[config.mk]
export PLATFORM = sky130hd
export DESIGN_NAME = snn_pe_sync
export DESIGN_NICKNAME = d
export VERILOG_FILES = /design/src/rtl/snn_pe_sync.sv
export SDC_FILE = /design/constraint.sdc
export NUM_CORES = 1
export LEC_CHECK = 0
export CORE_MARGIN = 5
export CORE_UTILIZATION = 44
export CTS_BUF_LIST = sky130_fd_sc_hd__clkbuf_16
export DETAILED_ROUTE_END_ITERATION = 10
export PLACE_DENSITY = 0.84
export SLEW_MARGIN = 20
export SYNTH_ARGS = -nofsm -noshare
export SYNTH_HDL_FRONTEND = slang
export SYNTH_SLANG_ARGS = --single-unit
export TNS_END_PERCENT = 100
[constraint.sdc]
create_clock -name clk -period 5.7 [get_ports clk]
set_clock_uncertainty 0.05 [all_clocks]
set_input_delay 1.14 -clock clk [delete_from_list [all_inputs] [get_ports clk]]
set_output_delay 1.14 -clock clk [all_outputs]
set_load 0.1 [all_outputs]
[src/rtl/snn_pe_sync.sv]
// snn_pe_sync: clocked spiking-convolution PE producing channel-major 1-D valid convolutions added to a chained psum.
// Optional macro SNN_PE_PSUM_SAT_EN: saturating MAC additions instead of two's-complement wrap-around.
//
// state     | meaning
// S_IDLE    | frames may be loaded, waiting for start
// S_LOAD    | waiting for the incoming psum of the current (c,p)
// S_MAC     | one weight*spike term accumulated per cycle
// S_EMIT    | result offered downstream, held until accepted
// S_DONE    | one-cycle end-of-pass pulse
module snn_pe_sync #(
  parameter int FILTER_WIDTH = 8,
  parameter int DEPTH_F      = 3,
  parameter int DEPTH_I      = 5,
  parameter int NUM_CH       = 2,
  parameter int PSUM_WIDTH   = 16
) (
  input  logic                                      clk,
  input  logic                                      reset,
  input  logic [NUM_CH*DEPTH_F*FILTER_WIDTH-1:0]    filter_data,
  input  logic                                      filter_valid,
  output logic                                      filter_ready,
  input  logic [DEPTH_I-1:0]                        ifmap_data,
  input  logic                                      ifmap_valid,
  output logic                                      ifmap_ready,
  output logic [NUM_CH*DEPTH_F*FILTER_WIDTH-1:0]    filter_fwd_data,
  output logic                                      filter_fwd_valid,
  output logic [DEPTH_I-1:0]                        ifmap_fwd_data,
  output logic                                      ifmap_fwd_valid,
  input  logic                                      start,
  input  logic signed [PSUM_WIDTH-1:0]              psum_in_data,
  input  logic                                      psum_in_valid,
  output logic                                      psum_in_ready,
  output logic signed [PSUM_WIDTH-1:0]              psum_out_data,
  output logic [((NUM_CH > 1) ? $clog2(NUM_CH) : 1)-1:0] psum_out_ch,
  output logic                                      psum_out_valid,
  input  logic                                      psum_out_ready,
  output logic                                      busy,
  output logic                                      done
);
  localparam int NUM_W   = NUM_CH * DEPTH_F;
  localparam int FRAME_W = NUM_W * FILTER_WIDTH;
  localparam int NUM_OUT = DEPTH_I - DEPTH_F + 1;
  localparam int CH_W    = (NUM_CH > 1) ? $clog2(NUM_CH) : 1;
  localparam int P_W     = (NUM_OUT > 1) ? $clog2(NUM_OUT) : 1;
  localparam int K_W     = (DEPTH_F > 1) ? $clog2(DEPTH_F) : 1;
  localparam int WI_W    = (NUM_W > 1) ? $clog2(NUM_W) : 1;
  localparam int SI_W    = (DEPTH_I > 1) ? $clog2(DEPTH_I) : 1;

  typedef enum logic [2:0] {S_IDLE, S_LOAD, S_MAC, S_EMIT, S_DONE} state_t;

  state_t state, state_nxt;

  logic [FRAME_W-1:0]                filt_mem;
  logic [DEPTH_I-1:0]                ifmap_mem;
  logic signed [PSUM_WIDTH-1:0]      acc;
  logic [CH_W-1:0]                   ch;
  logic [P_W-1:0]                    pos;
  logic [K_W-1:0]                    k;

  logic signed [FILTER_WIDTH-1:0]    w_arr [NUM_W];
  logic [WI_W-1:0]                   widx;
  logic [SI_W-1:0]                   sidx;
  logic signed [FILTER_WIDTH-1:0]    w_sel;
  logic signed [PSUM_WIDTH-1:0]      addend;
  logic signed [PSUM_WIDTH-1:0]      mac_sum;
  logic                              k_last, p_last, c_last;
  logic                              filter_xfer, ifmap_xfer;

  for (genvar i = 0; i < NUM_W; i++) begin : g_w
    assign w_arr[i] = filt_mem[i*FILTER_WIDTH +: FILTER_WIDTH];
  end

  assign k_last      = (k == K_W'(DEPTH_F - 1));
  assign p_last      = (pos == P_W'(NUM_OUT - 1));
  assign c_last      = (ch == CH_W'(NUM_CH - 1));
  assign filter_xfer = filter_valid && filter_ready;
  assign ifmap_xfer  = ifmap_valid && ifmap_ready;

  always_comb begin
    widx   = WI_W'(ch) * WI_W'(DEPTH_F) + WI_W'(k);
    sidx   = SI_W'(pos) + SI_W'(k);
    w_sel  = w_arr[widx];
    addend = ifmap_mem[sidx] ? {{(PSUM_WIDTH-FILTER_WIDTH){w_sel[FILTER_WIDTH-1]}}, w_sel}
                             : '0;
  end

`ifdef SNN_PE_PSUM_SAT_EN
  logic signed [PSUM_WIDTH:0] sum_wide;
  always_comb begin
    sum_wide = {acc[PSUM_WIDTH-1], acc} + {addend[PSUM_WIDTH-1], addend};
    if (sum_wide[PSUM_WIDTH] != sum_wide[PSUM_WIDTH-1])
      mac_sum = sum_wide[PSUM_WIDTH] ? {1'b1, {(PSUM_WIDTH-1){1'b0}}}
                                     : {1'b0, {(PSUM_WIDTH-1){1'b1}}};
    else
      mac_sum = sum_wide[PSUM_WIDTH-1:0];
  end
`else
  assign mac_sum = acc + addend;
`endif

  always_ff @(posedge clk) begin
    if (reset) state <= S_IDLE;
    else       state <= state_nxt;
  end

  always_comb begin
    state_nxt      = state;
    filter_ready   = 1'b0;
    ifmap_ready    = 1'b0;
    psum_in_ready  = 1'b0;
    psum_out_valid = 1'b0;
    busy           = 1'b1;
    done           = 1'b0;
    case (state)
      S_IDLE: begin
        filter_ready = 1'b1;
        ifmap_ready  = 1'b1;
        busy         = 1'b0;
        if (start) state_nxt = S_LOAD;
      end
      S_LOAD: begin
        psum_in_ready = 1'b1;
        if (psum_in_valid) state_nxt = S_MAC;
      end
      S_MAC: begin
        if (k_last) state_nxt = S_EMIT;
      end
      S_EMIT: begin
        psum_out_valid = 1'b1;
        if (psum_out_ready) state_nxt = (p_last && c_last) ? S_DONE : S_LOAD;
      end
      S_DONE: begin
        done      = 1'b1;
        state_nxt = S_IDLE;
      end
      default: state_nxt = S_IDLE;
    endcase
  end

  always_ff @(posedge clk) begin
    if (reset) begin
      filt_mem         <= '0;
      ifmap_mem        <= '0;
      filter_fwd_data  <= '0;
      ifmap_fwd_data   <= '0;
      filter_fwd_valid <= 1'b0;
      ifmap_fwd_valid  <= 1'b0;
      acc              <= '0;
      ch               <= '0;
      pos              <= '0;
      k                <= '0;
    end else begin
      filter_fwd_valid <= filter_xfer;
      ifmap_fwd_valid  <= ifmap_xfer;
      if (filter_xfer) begin
        filt_mem        <= filter_data;
        filter_fwd_data <= filter_data;
      end
      if (ifmap_xfer) begin
        ifmap_mem      <= ifmap_data;
        ifmap_fwd_data <= ifmap_data;
      end
      case (state)
        S_IDLE: begin
          if (start) begin
            ch  <= '0;
            pos <= '0;
          end
        end
        S_LOAD: begin
          if (psum_in_valid) begin
            acc <= psum_in_data;
            k   <= '0;
          end
        end
        S_MAC: begin
          acc <= mac_sum;
          k   <= k_last ? '0 : k + 1'b1;
        end
        S_EMIT: begin
          // channel-major: position advances first, channel wraps to 0 after the last result
          if (psum_out_ready) begin
            if (p_last) begin
              pos <= '0;
              ch  <= c_last ? '0 : ch + 1'b1;
            end else begin
              pos <= pos + 1'b1;
            end
          end
        end
        default: ;
      endcase
    end
  end

  assign psum_out_data = acc;
  assign psum_out_ch   = ch;

endmodule
# Word-level counts from Yosys, hierarchy flattened
# Cells that the tools add are included.
dict set report classes {
  eq_ne 11
  mul 1
  n_reduce_logical 10
  order_cmp 2
  bitwise 1
  addsub 6
  n_mux 31
}
# operator count
set ops {}
lappend ops {{16-bit two-way mux} 2}
lappend ops {{16-bit one-hot mux with 2 select lines} 1}
lappend ops {{8-bit binary-select mux with 3-bit select} 1}
lappend ops {{16-bit adder} 1}
lappend ops {{8-bit two-way mux} 2}
lappend ops {{3-bit two-way mux} 5}
lappend ops {{3-bit one-hot mux with 4 select lines} 1}
lappend ops {{1-bit two-way mux} 10}
lappend ops {{2-bit two-way mux} 5}
lappend ops {{2-bit inequality test, second input constant} 5}
lappend ops {{2-bit one-hot mux with 2 select lines} 2}
lappend ops {{4-bit AND reduction} 2}
lappend ops {{3-bit by 2-bit == test with 1-bit output, second input constant} 2}
lappend ops {{2-bit by 1-bit adder with 2-bit output, second input constant} 2}
lappend ops {{2-bit == test, second input constant} 2}
lappend ops {{4-bit >= comparator, second input constant} 1}
lappend ops {{3-bit by 4-bit < comparator with 1-bit output, second input constant} 1}
lappend ops {{3-bit inverter with 4-bit output} 1}
lappend ops {{2-bit nonzero test} 2}
lappend ops {{2-bit by 2-bit adder with 3-bit output} 1}
lappend ops {{3-bit by 2-bit adder with 3-bit output} 1}
lappend ops {{1-bit binary-select mux with 3-bit select} 1}
lappend ops {{3-bit by 1-bit == test with 1-bit output, second input constant} 1}
lappend ops {{3-bit == test, second input constant} 1}
lappend ops {{7 further kinds} 9}
dict set report totals {
  input_bits 76
  wordCells 71
  out_inout_bits 78
  register_bits 79
}

# Logic depth before layout (Yosys ltp)
# Gate-level depths: netlist (run 1).
dict set report logic_depth {
  ltp_word 9
  ltp_mapped 18
  depth_no_buf 17
}

# Worst setup path after synthesis (run 1)
# No wires, ideal clock.
dict set report synth_path {
  path_kind {register -> register}
  startpoint {register ch (netlist: psum_out_ch)}
  endpoint {register acc[13] (netlist: psum_out_data[13])}
  period_less_slack_ns 4.709
  arrival_time_ns 4.527
  required_ns 5.518
  setup_ns 0.132
  path_buffers 2
  path_slack_ns 0.991
  stages_incl_launch_ff 15
  path_cell_list {dfxtp_1 ha_1 buf_4 buf_1 mux4_2 a22oi_1 nor2_1 ha_1 a21o_1 a2bb2oi_1 a21oi_1 or4_1 o311a_1 o21ai_0 a21oi_1}
}
dict set report synth_between {
  elab_chain_cells 9
}
# item line
set synth_rtl {}
lappend synth_rtl {{start: declaration} 56} ;# logic [CH_W-1:0] ch;
lappend synth_rtl {{start signal: assignment} 185} ;# ch <= c_last ? '0 : ch + 1'b1;
lappend synth_rtl {{1-bit by 2-bit multiplier with 3-bit output} 80} ;# widx = WI_W'(ch) * WI_W'(DEPTH_F) + WI_W'(k);
lappend synth_rtl {{3-bit by 2-bit adder with 3-bit output} 80}
lappend synth_rtl {{3-bit inverter with 4-bit output (implied by the code)} 82} ;# w_sel = w_arr[widx];
lappend synth_rtl {{8-bit binary-select mux with 3-bit select} 82}
lappend synth_rtl {{8-bit two-way mux (implied by the code) (2 in series)} 82}
lappend synth_rtl {{16-bit two-way mux} 83} ;# addend = ifmap_mem[sidx] ? {{(PSUM_WIDTH-FILTER_WIDTH){w_sel[FILTER_WIDTH-1]}}, w_sel}
lappend synth_rtl {{16-bit adder} 98} ;# assign mac_sum = acc + addend;
lappend synth_rtl {{16-bit one-hot mux with 2 select lines} 163} ;# case (state)
lappend synth_rtl {{end signal: assignment} 172} ;# acc <= psum_in_data;
lappend synth_rtl {{end signal: assignment} 177} ;# acc <= mac_sum;
lappend synth_rtl {{end: declaration} 55} ;# logic signed [PSUM_WIDTH-1:0] acc;
# Every way passes these cells. The select of a mux whose other input is x is not followed.
# A chain may end at the register's enable or synchronous reset.

# Worst setup path after layout (run 1)
dict set report layout_path {
  startpoint {register k[0]}
  endpoint {register acc[13] (netlist: psum_out_data[13])}
}
dict set report layout_between {
  elab_chain_cells 8
  word_cells_on_any_way 11
  cone_classes {3 x add/sub; 7 x mux; 1 x bitwise}
}
# item line
set layout_rtl {}
lappend layout_rtl {{start: declaration} 58} ;# logic [K_W-1:0] k;
lappend layout_rtl {{start signal: assignment} 178} ;# k <= k_last ? '0 : k + 1'b1;
lappend layout_rtl {{3-bit by 2-bit adder with 3-bit output} 80}
lappend layout_rtl {{3-bit inverter with 4-bit output (implied by the code)} 82}
lappend layout_rtl {{8-bit binary-select mux with 3-bit select} 82}
lappend layout_rtl {{8-bit two-way mux (implied by the code) (2 in series)} 82}
lappend layout_rtl {{16-bit two-way mux (*)} 83}
lappend layout_rtl {{16-bit adder (*)} 98}
lappend layout_rtl {{16-bit one-hot mux with 2 select lines (*)} 163}
# Mark *: on every way between the ends. The rest lies on a longest branch, timed or not. The select of a mux whose other input is x is not followed.

==> results.sh, run 1 <==
export IMPL_power_density_nw_per_um2=400
export IMPL_wirelength_microns=13000
export IMPL_synth_cell_types=51
export IMPL_root_buffer="clkbuf_16"
export IMPL_nets=716
export IMPL_dpl_cell_count=728
export IMPL_arrival_ns=4.72
export IMPL_r2r_slack_ns=1.11
export IMPL_worst_path_buf_inv=2
export IMPL_n_antenna_cell=0
export IMPL_fill_cells=728
export IMPL_slowest_stage="fa_1"
export IMPL_synth_xor_area_frac=0.0152
export IMPL_crit_family="compound AO/OA/AOI/OAI gates"
export IMPL_outcome="finished, final reports clean"
export IMPL_reg2reg_from="k[0]$_SDFFE_PP0P_"
export IMPL_std_cell_rows=35
export IMPL_async_flop_share=0
export IMPL_detailroute_via_count=4191
export IMPL_cts_clk_slew_worst_paths_ns=0.06
export IMPL_path_class="flip-flop to flip-flop"
export IMPL_clockBufferDepth=2
export IMPL_ys_seq_area_frac=0.393
export IMPL_cp_data_required_time_ns=5.83
export IMPL_syn2layout_area_growth_pct=45.6
export IMPL_dieArea_sq_um=11200
export IMPL_antenna_found_initial=0
export IMPL_drt_iter0_markers=288
export IMPL_cts_tree="yes"
export IMPL_finalCritPeriodShare=0.804
export IMPL_grt_total_usage=0.231
export IMPL_max_freq_ghz=0.218
export IMPL_power_leakage_nw=2.15
export IMPL_initial_core_util=0.444
export IMPL_via_per_inst=5.63
export IMPL_hold_buffers=0
export IMPL_cts_buffers=9
export IMPL_wire_per_inst_microns=17.5
export IMPL_hold_start="filt_mem[17]$_SDFFE_PP0P_"
export IMPL_ys_ff_latch=79
export IMPL_drive_gt1_frac=0.0664
export IMPL_gp_congestion=0.845
export IMPL_synth_top_area_frac=0.393
export IMPL_ioPinCount=154
export IMPL_h_tree_depth=3
export IMPL_ys_warn_count=0
export IMPL_clock_latency_ns=0.34
export IMPL_synth_area_leaders="dfxtp_1 39%, nand2_1 11%, a21oi_1 8.2%"
export IMPL_crit_path_end_kind="flip-flop"
export IMPL_clkSinkCount=79
export IMPL_first_global_vias=4190
export IMPL_grt_ovfl_total=0
export IMPL_reg2reg_to="psum_out_data[13]$_SDFFE_PP0P_"
export IMPL_synth_net_count=584
export IMPL_worstRegToRegCells=15
export IMPL_grt_max_degree=81
export IMPL_final_cell_mix="152 x clkdlybuf4s50_1, 123 x nand2_1, 79 x dfxtp_1"
export IMPL_design_core_area_sq_um=9060
export IMPL_port_buffers=153
export IMPL_holdWs_ns=0.431
export IMPL_ir_drop_v=0.000333
export IMPL_drt_pass1_iter_count=7
export IMPL_yosys_area_top_type="dfxtp_1"
export IMPL_muxShareOfSynthArea=0.0876
export IMPL_synthSimpleGateAreaFrac=0.223
export IMPL_final_max_slew_viol_count=0
export IMPL_die_w_microns=106
export IMPL_startpoint_type="flip-flop"
export IMPL_crit_chain="ha_1 > inv_1 > fa_1 > mux4_2 > a22oi_1 > or2_2 > inv_1 > ha_1 > a21oi_1 > a2bb2oi_1 > a21oi_1 > or4_1 > o311a_1 > o21ai_0 > a21oi_1"
export IMPL_worstMarginPinSlew_ns=1.04
export IMPL_post_cts_buffers=0
export IMPL_ant_nets=0
export IMPL_hp_class="flip-flop to flip-flop"
export IMPL_synth_fa_ha_area_frac=0.0429
export IMPL_hold_viol=0
export IMPL_final_common_cell="clkdlybuf4s50_1"
export IMPL_hpwlAfterDp_microns=9610
export IMPL_slew_headroom=0.308
export IMPL_hold_depth=2
export IMPL_setup_violations=0
export IMPL_netlist_area_sq_um=4030
export IMPL_synth_edff_count=0
export IMPL_slowest_delay_ns=0.75
export IMPL_setup_tns_ns=0
export IMPL_rsz0062_at_grt="no"
export IMPL_drcViolationCount=0
export IMPL_grt_pass1_wl_microns=21000
export IMPL_period_needed_ns=4.59
export IMPL_drv_cap=0
export IMPL_cts_resized_gates=0
export IMPL_synth_top_family_by_area="simple AND/OR/NAND/NOR gates"
export IMPL_synth_compound_area_frac=0.190
export IMPL_hold_end="filt_mem[17]$_SDFFE_PP0P_"
export IMPL_syn_area_per_cell_sq_um=8.12
export IMPL_synth_cells=496
export IMPL_dieHeight_microns=106
export IMPL_crit_top_cell="a21oi_1"
export IMPL_synth_flop_cell="dfxtp_1"
export IMPL_path_max_fanout=10
export IMPL_final_cells=744
logic make-up (layout without fill, tap and decap cells):
group / Yosys count / count (layout)
multiplexers: 25 / 25
buffers and inverters: 45 / 182
adder cells (fa/ha/maj): 12 / 12
AO/OA/AOI/OAI: 123 / 123
AND/OR/NAND/NOR: 205 / 205
flip-flops: 79 / 79
XOR/XNOR: 7 / 7
state kept, by name (all words and copies together), names as in the netlist:
register	count
ifmap_mem	5
state	3
psum_out_data	16
filter_fwd_valid	1
ifmap_fwd_valid	1
psum_out_ch	1
k	2
pos	2
filt_mem	48
power breakdown:
| part | internal, W | switching (W) | total (W) |
|---|---|---|---|
| combinational | 0.000284 | 0.000772 | 0.00106 |
| sequential | 0.000620 | 0.0000747 | 0.000695 |
| clock | 0.000348 | 0.000246 | 0.000594 |
| total | 0.00125 | 0.00109 | 0.00235 |
area by class of cell:
cell class              instances  area (sq um)  area share
well taps                     111           139      0.0237
clock inverters                 7          83.8      0.0143
repair buffers                155          1540       0.263
clock buffers                   9           225      0.0384
multi-input cells             372          2250       0.384
inverters                      11          41.3     0.00704
flip-flops and latches         79          1580       0.270
how the worst max path moves through the flow:
stage	from	endpoint	slack, ns	depth (start not counted)
finish	k[0]$_SDFFE_PP0P_	psum_out_data[13]$_SDFFE_PP0P_	1.11	15
global route	k[0]$_SDFFE_PP0P_	psum_out_data[13]$_SDFFE_PP0P_	0.80	16
CTS	k[0]$_SDFFE_PP0P_	psum_out_data[13]$_SDFFE_PP0P_	1.16	15
detailed placement	k[0]$_SDFFE_PP0P_	psum_out_data[13]$_SDFFE_PP0P_	1.18	13
global placement	k[0]$_SDFFE_PP0P_	psum_out_data[13]$_SDFFE_PP0P_	1.41	15
floorplan	psum_out_ch$_SDFFE_PP0P_	psum_out_data[13]$_SDFFE_PP0P_	0.99	14
worst reg2reg max path, cell delays in order, from the launching register on:
cell and delay, ns:
dfxtp_1 0.41, ha_1 0.18, inv_1 0.05, fa_1 0.75
mux4_2 0.38, a22oi_1 0.20, or2_2 0.16, inv_1 0.04
ha_1 0.26, a21oi_1 0.19, a2bb2oi_1 0.29, a21oi_1 0.30
or4_1 0.66, o311a_1 0.32, o21ai_0 0.14, a21oi_1 0.08
cells in the mapped netlist (2+ instances only):
library cell    n
o22a_1          2
o22ai_1         3
a31oi_1         5
a211oi_1        5
a32oi_1         2
ha_1            9
nor2b_1         4
a22oi_1        13
o31ai_1         2
o21a_1          2
mux2i_1         6
or4_1           2
and2_1          5
xnor2_1         7
nand3b_1        2
buf_1           3
buf_6           2
nor3_1          5
a21o_1          2
and3_1          5
clkbuf_1       26
nor3b_1         2
or3_1           5
mux2_2         11
dfxtp_1        79
nand2b_1        3
a21oi_1        66
nor2_1         32
buf_4           3
o21ai_0         7
nand4_1         2
inv_1          11
nor4_1          2
nand3_1         9
fa_1            3
a311oi_1        6
mux4_2          7
nand2_1       123
routing by layer:
metal | up-vias | global-route usage | share of wire
met5 | - | 0 | 0
met4 | 0 | 0.0805 | 0.028
met3 | 33 | 0.0729 | 0.082
met2 | 200 | 0.379 | 0.48
met1 | 1950 | 0.285 | 0.41
li1 | 2008 | - | -
per-stage QoR:
step                worst slack (ns)  cell area [sq um]  utilization  total power [W]
floorplan                      0.991               4030            -          0.00148
finish                          1.11               5860        0.647          0.00235
CTS                             1.16               5860        0.647          0.00235
detailed placement              1.18               5550        0.613          0.00176
global placement                1.41               5550        0.613          0.00174
global route                   0.796               5860        0.647          0.00244
Power figures use the tool's default switching activity.
==> run 2, diff against run 1 <==
Settings changed: CORE_UTILIZATION 44 to 40, PLACE_DENSITY 0.84 to 0.81.
Clock period 5.7 ns to 3.76 ns, I/O delays scaled along.
==> run 2 against run 1 <==
The run now ends with negative setup slack left. Core utilization grew 1.2 points. Die area grew 9.0%. Critical path depth grew 1. Largest power group unchanged.
==> results.sh, run 2 (synthesis results as in run 1) <==
export IMPL_final_common_cell="clkdlybuf4s50_1"
export IMPL_grt_max_degree=57
export IMPL_top_register="filt_mem"
export IMPL_grt_total_usage=0.214
export IMPL_setup_violations=8
export IMPL_drt_iter0_markers=233
export IMPL_path_class="flip-flop to flip-flop"
export IMPL_hpwlAfterDp_microns=9970
export IMPL_crit_chain="buf_6 > ha_4 > inv_2 > fa_1 > buf_6 > mux4_2 > a22oi_2 > nor2_1 > ha_1 > a21o_1 > a2bb2oi_4 > a21oi_4 > or4_4 > o311a_1 > o21ai_1 > a21oi_1"
export IMPL_crit_path_end_kind="flip-flop"
export IMPL_syn2layout_area_growth_pct=59.9
export IMPL_max_freq_ghz=0.253
export IMPL_slowest_stage="fa_1"
export IMPL_final_cell_mix="146 x clkdlybuf4s50_1, 121 x nand2_1, 76 x dfxtp_1"
export IMPL_wirelength_microns=14100
export IMPL_port_buffers=153
export IMPL_power_density_nw_per_um2=549
export IMPL_dieArea_sq_um=12200
export IMPL_multi_input_area_sq_um=2500
export IMPL_rsz0062_at_grt="yes"
export IMPL_grt_pass1_wl_microns=20500
export IMPL_cts_buffers=9
export IMPL_via_per_inst=5.34
export IMPL_slowest_delay_ns=0.52
export IMPL_detailroute_via_count=4316
export IMPL_gp_congestion=0.827
export IMPL_startpoint_type="flip-flop"
export IMPL_initial_core_util=0.412
export IMPL_grt_ovfl_total=0
export IMPL_hp_class="flip-flop to flip-flop"
export IMPL_worstMarginPinSlew_ns=1.06
export IMPL_layout_area_seq_sq_um=1590
export IMPL_crit_family="compound AO/OA/AOI/OAI gates"
export IMPL_drv_cap=0
export IMPL_wire_per_inst_microns=17.5
export IMPL_dieHeight_microns=110
export IMPL_design_core_area_sq_um=9770
export IMPL_fill_cells=776
export IMPL_crit_top_cell="buf_6"
export IMPL_finalWorstSetupSlack_ns=-0.196
export IMPL_cts_tree="yes"
export IMPL_largest_reg_flops=48
export IMPL_period_needed_ns=3.96
export IMPL_ir_drop_v=0.000470
export IMPL_cts_clk_slew_worst_paths_ns=0.06
export IMPL_drcViolationCount=0
export IMPL_nets=759
export IMPL_root_buffer="clkbuf_16"
export IMPL_hold_buffers=0
export IMPL_slew_headroom=0.289
export IMPL_path_max_fanout=8
export IMPL_clkSinkCount=79
export IMPL_arrival_ns=4.08
export IMPL_cp_data_required_time_ns=3.88
export IMPL_pre_cts_ws_ns=-0.265
export IMPL_final_max_slew_viol_count=0
export IMPL_drive_gt1_frac=0.187
export IMPL_power_leakage_nw=2.38
export IMPL_finalCritPeriodShare=1.05
export IMPL_drt_pass1_iter_count=4
export IMPL_clockBufferDepth=2
export IMPL_ioPinCount=154
export IMPL_std_cell_rows=36
export IMPL_outcome="complete, but fails checks"
export IMPL_die_w_microns=110
export IMPL_first_global_vias=4246
export IMPL_antenna_found_initial=0
export IMPL_hold_viol=0
export IMPL_ant_nets=0
export IMPL_clock_latency_ns=0.33
export IMPL_violations="negative setup slack"
export IMPL_n_antenna_cell=0
export IMPL_h_tree_depth=3
export IMPL_worst_path_buf_inv=3
export IMPL_power_total_w=0.00354
[run 2: changes by cell type in the layout (fill, tap and decap cells not counted), moves of 4 or more]
cell             before  now
a21oi_1              66   61
clkdlybuf4s50_1     152  146
ha_1                  9    5
buf_4                 2   42
ha_4                  0    4
a22oi_2               0    5
buf_6                 0    9
a22oi_1              13    8
[run 2: worst reg2reg max path, delay by kind of cell, from the launching register on]
kind                       cells  cell delay, ns
adders and majority gates      3            0.98
buffers and inverters          3            0.29
and+or+nand+nor                2            0.54
DFF                            1            0.37
AOI/OAI and AO/OA              7            1.24
muxes                          1            0.33
[run 2: layout make-up]
class / instances / area share
clock buffers: 9 / 0.0350
repair buffers: 198 / 0.293
multi-input cells: 372 / 0.389
inverters: 11 / 0.00641
well taps: 133 / 0.0259
flip-flops and latches: 79 / 0.247
clock inverters: 6 / 0.00466
[run 2: where the power goes]
part,switching [W],leakage (nW),internal [W]
Sequential,0.000107,0.649,0.000940
Clock,0.000331,0.130,0.000435
Combinational,0.00122,1.60,0.000506
Total,0.00166,2.38,0.00188
[run 2: final timing paths]
| check | from | end | slack, ns | cells past startpoint |
|---|---|---|---|---|
| max reg2reg | k[0]$_SDFFE_PP0P_ | psum_out_data[13]$_SDFFE_PP0P_ | -0.20 | 16 |
| min reg2reg | filt_mem[1]$_SDFFE_PP0P_ | filt_mem[1]$_SDFFE_PP0P_ | 0.42 | 2 |
| max | k[0]$_SDFFE_PP0P_ | psum_out_data[13]$_SDFFE_PP0P_ | -0.20 | 16 |
| min | filt_mem[1]$_SDFFE_PP0P_ | filt_mem[1]$_SDFFE_PP0P_ | 0.42 | 2 |
[run 2: what timing repair did]
action / 4_1_cts / 5_1_grt
pin swaps: 17 / 21
setup endpoints to repair: 9 / 9
resized for setup: 26 / 26
buffers inserted: 13 / 4
[run 2: metal layers]
metal | part of all wire | vias to the layer above | routed length, microns | track usage
li1 | - | 2084 | - | -
met1 | 0.40 | 2013 | 5620 | 0.246
met2 | 0.50 | 174 | 7030 | 0.373
met3 | 0.066 | 45 | 931 | 0.0501
met4 | 0.040 | 0 | 564 | 0.106
met5 | 0 | - | 0 | 0
[run 2: per-stage QoR]
step | instances | util | TNS, ns | hold slack [ns] | cell area, sq um
after detailed placement | 777 | 0.596 | -1.34 | 0.414 | 5830
after global routing | 808 | 0.659 | -1.55 | 0.437 | 6440
after global placement | 777 | 0.596 | -0.114 | 0.403 | 5830
after floorplan | 496 | - | -0.0956 | 0.440 | 4090
after CTS | 805 | 0.644 | -0.0704 | 0.418 | 6300
final | 808 | 0.659 | -0.712 | 0.416 | 6440
